### src/rtl/port_read_flush_tracker.sv
// Tracks outstanding AFU reads and sequences the port read-flush:
// block new TX, drain in-flight reads, then report done or timeout.
module port_read_flush_tracker #(
  parameter int CNT_WIDTH      = 10,
  parameter int TIMEOUT_CYCLES = 65536
) (
  input  logic                 clk,
  input  logic                 rst_n,
  input  logic                 i_flush_req,
  input  logic                 i_rd_req_vld,
  input  logic                 i_rd_cpl_vld,
  input  logic                 i_err_clr,
  output logic                 o_tx_block,
  output logic                 o_read_flush_done,
  output logic [CNT_WIDTH-1:0] o_outstanding,
  output logic                 o_timeout_err,
  output logic                 o_underflow_err
);

  localparam int TW = $clog2(TIMEOUT_CYCLES + 1);
  localparam logic [TW-1:0] TMAX = TW'(TIMEOUT_CYCLES - 1);
  localparam logic [CNT_WIDTH-1:0] CMAX = {CNT_WIDTH{1'b1}};

  typedef enum logic [2:0] {
    IDLE,
    BLOCK,
    DRAIN,
    DONE,
    TMO
  } state_t;

  state_t          state;
  logic [TW-1:0]   timer;
  logic            blk;
  logic            inc;
  logic            dec;
  logic            uflow;
  logic            tmo_hit;

  assign inc   = i_rd_req_vld & ~i_rd_cpl_vld;
  assign dec   = i_rd_cpl_vld & ~i_rd_req_vld;
  assign uflow = dec & (o_outstanding == '0);

  // Count-zero beats timeout in the same drain cycle.
  assign tmo_hit = (state == DRAIN) & i_flush_req &
                   (o_outstanding != '0) & (timer == TMAX);

  always_ff @(posedge clk or negedge rst_n) begin
    if (!rst_n) begin
      state             <= IDLE;
      timer             <= '0;
      blk               <= 1'b0;
      o_tx_block        <= 1'b0;
      o_read_flush_done <= 1'b0;
      o_outstanding     <= '0;
      o_timeout_err     <= 1'b0;
      o_underflow_err   <= 1'b0;
    end else begin
      if (uflow)
        o_underflow_err <= 1'b1;
      else if (i_err_clr)
        o_underflow_err <= 1'b0;

      if (tmo_hit)
        o_timeout_err <= 1'b1;
      else if (i_err_clr)
        o_timeout_err <= 1'b0;

      if (inc && o_outstanding != CMAX)
        o_outstanding <= o_outstanding + 1'b1;
      else if (dec && o_outstanding != '0)
        o_outstanding <= o_outstanding - 1'b1;

      unique case (state)
        IDLE: begin
          if (i_flush_req) begin
            state      <= BLOCK;
            blk        <= 1'b0;
            o_tx_block <= 1'b1;
          end
        end
        BLOCK: begin
          if (!i_flush_req) begin
            state      <= IDLE;
            timer      <= '0;
            o_tx_block <= 1'b0;
          end else if (blk) begin
            state <= DRAIN;
            timer <= '0;
          end else begin
            blk <= 1'b1;
          end
        end
        DRAIN: begin
          if (!i_flush_req) begin
            state      <= IDLE;
            timer      <= '0;
            o_tx_block <= 1'b0;
          end else if (o_outstanding == '0) begin
            state             <= DONE;
            o_read_flush_done <= 1'b1;
          end else if (timer == TMAX) begin
            state             <= TMO;
            o_read_flush_done <= 1'b1;
          end else begin
            timer <= timer + 1'b1;
          end
        end
        DONE: begin
          if (!i_flush_req) begin
            state             <= IDLE;
            timer             <= '0;
            o_tx_block        <= 1'b0;
            o_read_flush_done <= 1'b0;
          end
        end
        TMO: begin
          // Lost reads are written off so the next flush starts clean.
          if (!i_flush_req) begin
            state             <= IDLE;
            timer             <= '0;
            o_tx_block        <= 1'b0;
            o_read_flush_done <= 1'b0;
            o_outstanding     <= '0;
          end
        end
        default: begin
          state             <= IDLE;
          o_tx_block        <= 1'b0;
          o_read_flush_done <= 1'b0;
        end
      endcase
    end
  end

endmodule
### config.mk
export PLATFORM = sky130hd
export DESIGN_NAME = port_read_flush_tracker
export DESIGN_NICKNAME = d
export VERILOG_FILES = /design/src/rtl/port_read_flush_tracker.sv
export SDC_FILE = /design/constraint.sdc
export NUM_CORES = 1
export LEC_CHECK = 0
export CAP_MARGIN = 25
export CORE_MARGIN = 5
export CORE_UTILIZATION = 45
export DETAILED_ROUTE_END_ITERATION = 10
export HOLD_SLACK_MARGIN = 0.06
export PLACE_DENSITY_LB_ADDON = 0.08
export SLEW_MARGIN = 20
export SYNTH_ARGS = -nofsm -noshare
export SYNTH_HDL_FRONTEND = slang
export SYNTH_SLANG_ARGS = --single-unit
### constraint.sdc
create_clock -name clk -period 2.8 [get_ports clk]
set_input_delay 0.42 -clock clk [delete_from_list [all_inputs] [get_ports clk]]
set_output_delay 0.42 -clock clk [all_outputs]
set_load 0.05 [all_outputs]
==> impl_results.md <==
* Drt total wl at 4.99 mm
* CP cell instances: ha_1 > and2_1 > nand2_1 > nor2_1 > ha_1 > a31oi_2 > o21ai_2 > or2_1 > o41ai_1
* Synth warn at 0
* ANT cells at 0
* Postcts setup bufs at 0
* Hold Vio Cnt, Final at 0
* Chip height at 80.0 um
* EDFF count, synth at 0
* Final setup vio count at 0
* Largest area contributor in the netlist: dfrtp_1
* Synth Area in Adders at 3.29%
* Via density at 5.65
* Count leader, synth: dfrtp_1
* Hold-fix buffers at CTS at 0
* CP Capture Type: register
* WL/cell at 14.8 um
* Total Routing Usage GR at 17.3%
* Clock Power Share at 16.6%
* Fill cell count at 438
* PD cells at 842 nW/um2
* DR vias at 1911
* Post-synth top flop: dfrtp_1
* Die X at 80.0 um
* Initial antenna violation count at 0
* CP Class: reg2reg
* Crit-path max FO at 14
* Worst setup SP type: register
* Unrepaired setup endpoints after global routing: false
* # IOs at 20
* Largest family of logic cells by synthesized area: simple AND/OR/NAND/NOR gates
* Worst Slack Setup Final at 0.454 ns
* Worst path arrival time at 2.51 ns
* Number of synthesized register bits at 35
* CTS max path bufs at 2
* CTS tree: done
* Peak supply drop at 660 uV
* Synth Instances at 249
* Post-CTS sizing at 0
* Hold crit path type: in2async
* Final min period at 2.35 ns
* Ys async rst share at 100%
* Sequential share of power at 36.9%
* Clk sinks at 35
* # H-tree levels at 2
* Initial DRT Pass Iterations at 4
* Syn_nets at 260
* Antenna-violating nets left at 0
* First-pass GRT wire length at 8.58 mm
* Core area at 4720 um2
* Initial Utilization at 46.6%
* Pin slew with the least headroom to its limit at 0.788 ns
* Final net count at 281
* Slew Viols, Final at 0
* Total grt overflow at 0
* Clock slew at reported path FFs at 0.07 ns
* Top cell type's share of synthesized area at 39.8%
* Die area at 6400 um2
* Most frequent CP cell: ha_1
* Total CTS buffers at 5
* Synth area leaders: dfrtp_1 40%, nor2_1 4.1%, nand2_1 3.9%
* CP max stage delay at 0.41 ns
* CP required at 2.97 ns
* Simple-gate area share of the yosys netlist at 27.3%
* Post-synth top cells: 35 x dfrtp_1, 24 x nor2_1, 23 x nand2_1
* # port buffers at 19
* Total Negative Setup Slacks at 0 ns
* Worst-Skew Late Latency at 0.29 ns
* Largest net degree at the start of global routing at 36
* Cell family with most CP delay: compound AO/OA/AOI/OAI gates
* Sw power at 0.000984 W
* Fmax at 426 MHz
* Mux contribution to synthesized area at 0.454%
* Netlist cell types at 56
* Status: finished, final reports clean
* Row Count at 25
* P_leak at 1.01 nW
* Sw frac at 46.1%
* CTS root buffer: clkbuf_8
* Compound-Gate Fraction of Synth Area at 19.3%
* Comb power frac at 46.5%
* Post-Synth XOR/XNOR Area at 4.37%
* Overall power at 0.00213 W
* Seq/Total Area, Yosys at 39.8%
* DPL Wire Length at 3.66 mm
* WHS at 0.217 ns
* Vias in the first global route at 1808
* Slew margin rel. at 47.4%
* Syn Area/Cell at 8.85 um2
* Int Pwr at 0.00115 W
* Max Clock Skew at 0.00611 ns
* Final worst-path cycle share at 83.8%
* Residual DRC count at 0
* Syn-to-layout area delta at 15.1%
* Proportion of layout cells with a drive suffix above 1 at 9.23%
* DRT iter0 DRCs at 72
* Total of max-cap violations at 0
* Critical path's slowest cell: dfrtp_1
* Place WS at 0.339 ns
* GPL Wtd Cong at 0.807
* Critical path buffer and inverter count at 0
* Fin util at 53.7%
* Area of the mapped netlist at 2200 um2
-- layout make-up --
class                      instances  area, um2  share of cell area, %
clock buffer                       7       76.3                   3.01
timing repair buffer              26        238                   9.37
multi-input combinational        188       1200                   47.5
inverter                          14       52.6                   2.07
tap                               67       83.8                   3.31
clock inverter                     1       5.00                  0.197
sequential                        35        876                   34.5
-- state kept, by name, indices dropped and copies added (netlist names) --
register           count
blk                    1
o_outstanding         10
o_read_flush_done      1
o_timeout_err          1
o_tx_block             1
o_underflow_err        1
state                  3
timer                 17
-- layout by cell type, fill, tap and decap left out, drive strengths merged, types with 4 or more instances in the layout --
cell	Yosys	routed
buf	8	8
nor3	6	6
and3	5	5
nor2	24	24
o31ai	6	6
dfrtp	35	35
clkbuf	4	7
o2111ai	4	4
nand2	23	23
nand4	5	5
inv	14	14
clkdlybuf4s50	0	18
xnor2	4	4
xor2	7	7
a21oi	15	15
or4	5	5
o21ai	16	16
ha	5	5
nand3	12	12
or3	5	5
-- worst paths after layout --
check	startpoint	end	slack, ns	depth (start not counted)
worst max-delay path	timer[0]$_DFFE_PN0P_	timer[11]$_DFFE_PN0P_	0.45	9
worst min-delay path	rst_n	state[1]$_DFFE_PN0P_	0.22	1
worst max register to register	timer[0]$_DFFE_PN0P_	timer[11]$_DFFE_PN0P_	0.45	9
worst min register to register	timer[8]$_DFFE_PN0P_	timer[8]$_DFFE_PN0P_	0.48	1
max in group asynchronous	rst_n	o_outstanding[7]$_DFF_PN0_	2.09	1
min in group clk	timer[8]$_DFFE_PN0P_	timer[8]$_DFFE_PN0P_	0.48	1
-- through the flow --
stage                     instances  cell area [um2]
after global routing            338             2540
after floorplan                 249             2200
final                           338             2540
after detailed placement        330             2450
after global placement          330             2450
after CTS                       338             2540
-- per-layer routing --
| layer | part of all wire (%) | track usage, % | vias up | wire length, um |
|---|---|---|---|---|
| met5 | 0 | 0 | - | 0 |
| met4 | 1.1 | 5.91 | 0 | 56 |
| met3 | 2.6 | 3.27 | 5 | 129 |
| met2 | 50 | 29.6 | 32 | 2490 |
| met1 | 46 | 21.7 | 925 | 2310 |
| li1 | - | - | 949 | - |
-- power groups by stage --
| stage | combinational (W) | clock [W] | sequential (W) |
|---|---|---|---|
| CTS | 0.00100 | 0.000367 | 0.000784 |
| finish | 0.000994 | 0.000354 | 0.000787 |
| detailed placement | 0.00100 | 0 | 0.000789 |
| global route | 0.00109 | 0.000390 | 0.000818 |
| global placement | 0.000993 | 0 | 0.000794 |
| floorplan | 0.000526 | 0 | 0.000981 |
-- cells by family (layout without fill, tap and decap cells) --
kind of cell	after synthesis	count (layout)
DFF	35	35
muxes	1	1
adders and majority gates	6	6
xor gates and xnor gates	11	11
buffers and inverters	26	48
and+or+nand+nor	107	107
AOI/OAI and AO/OA	63	63
Power figures use the tool's default switching activity.
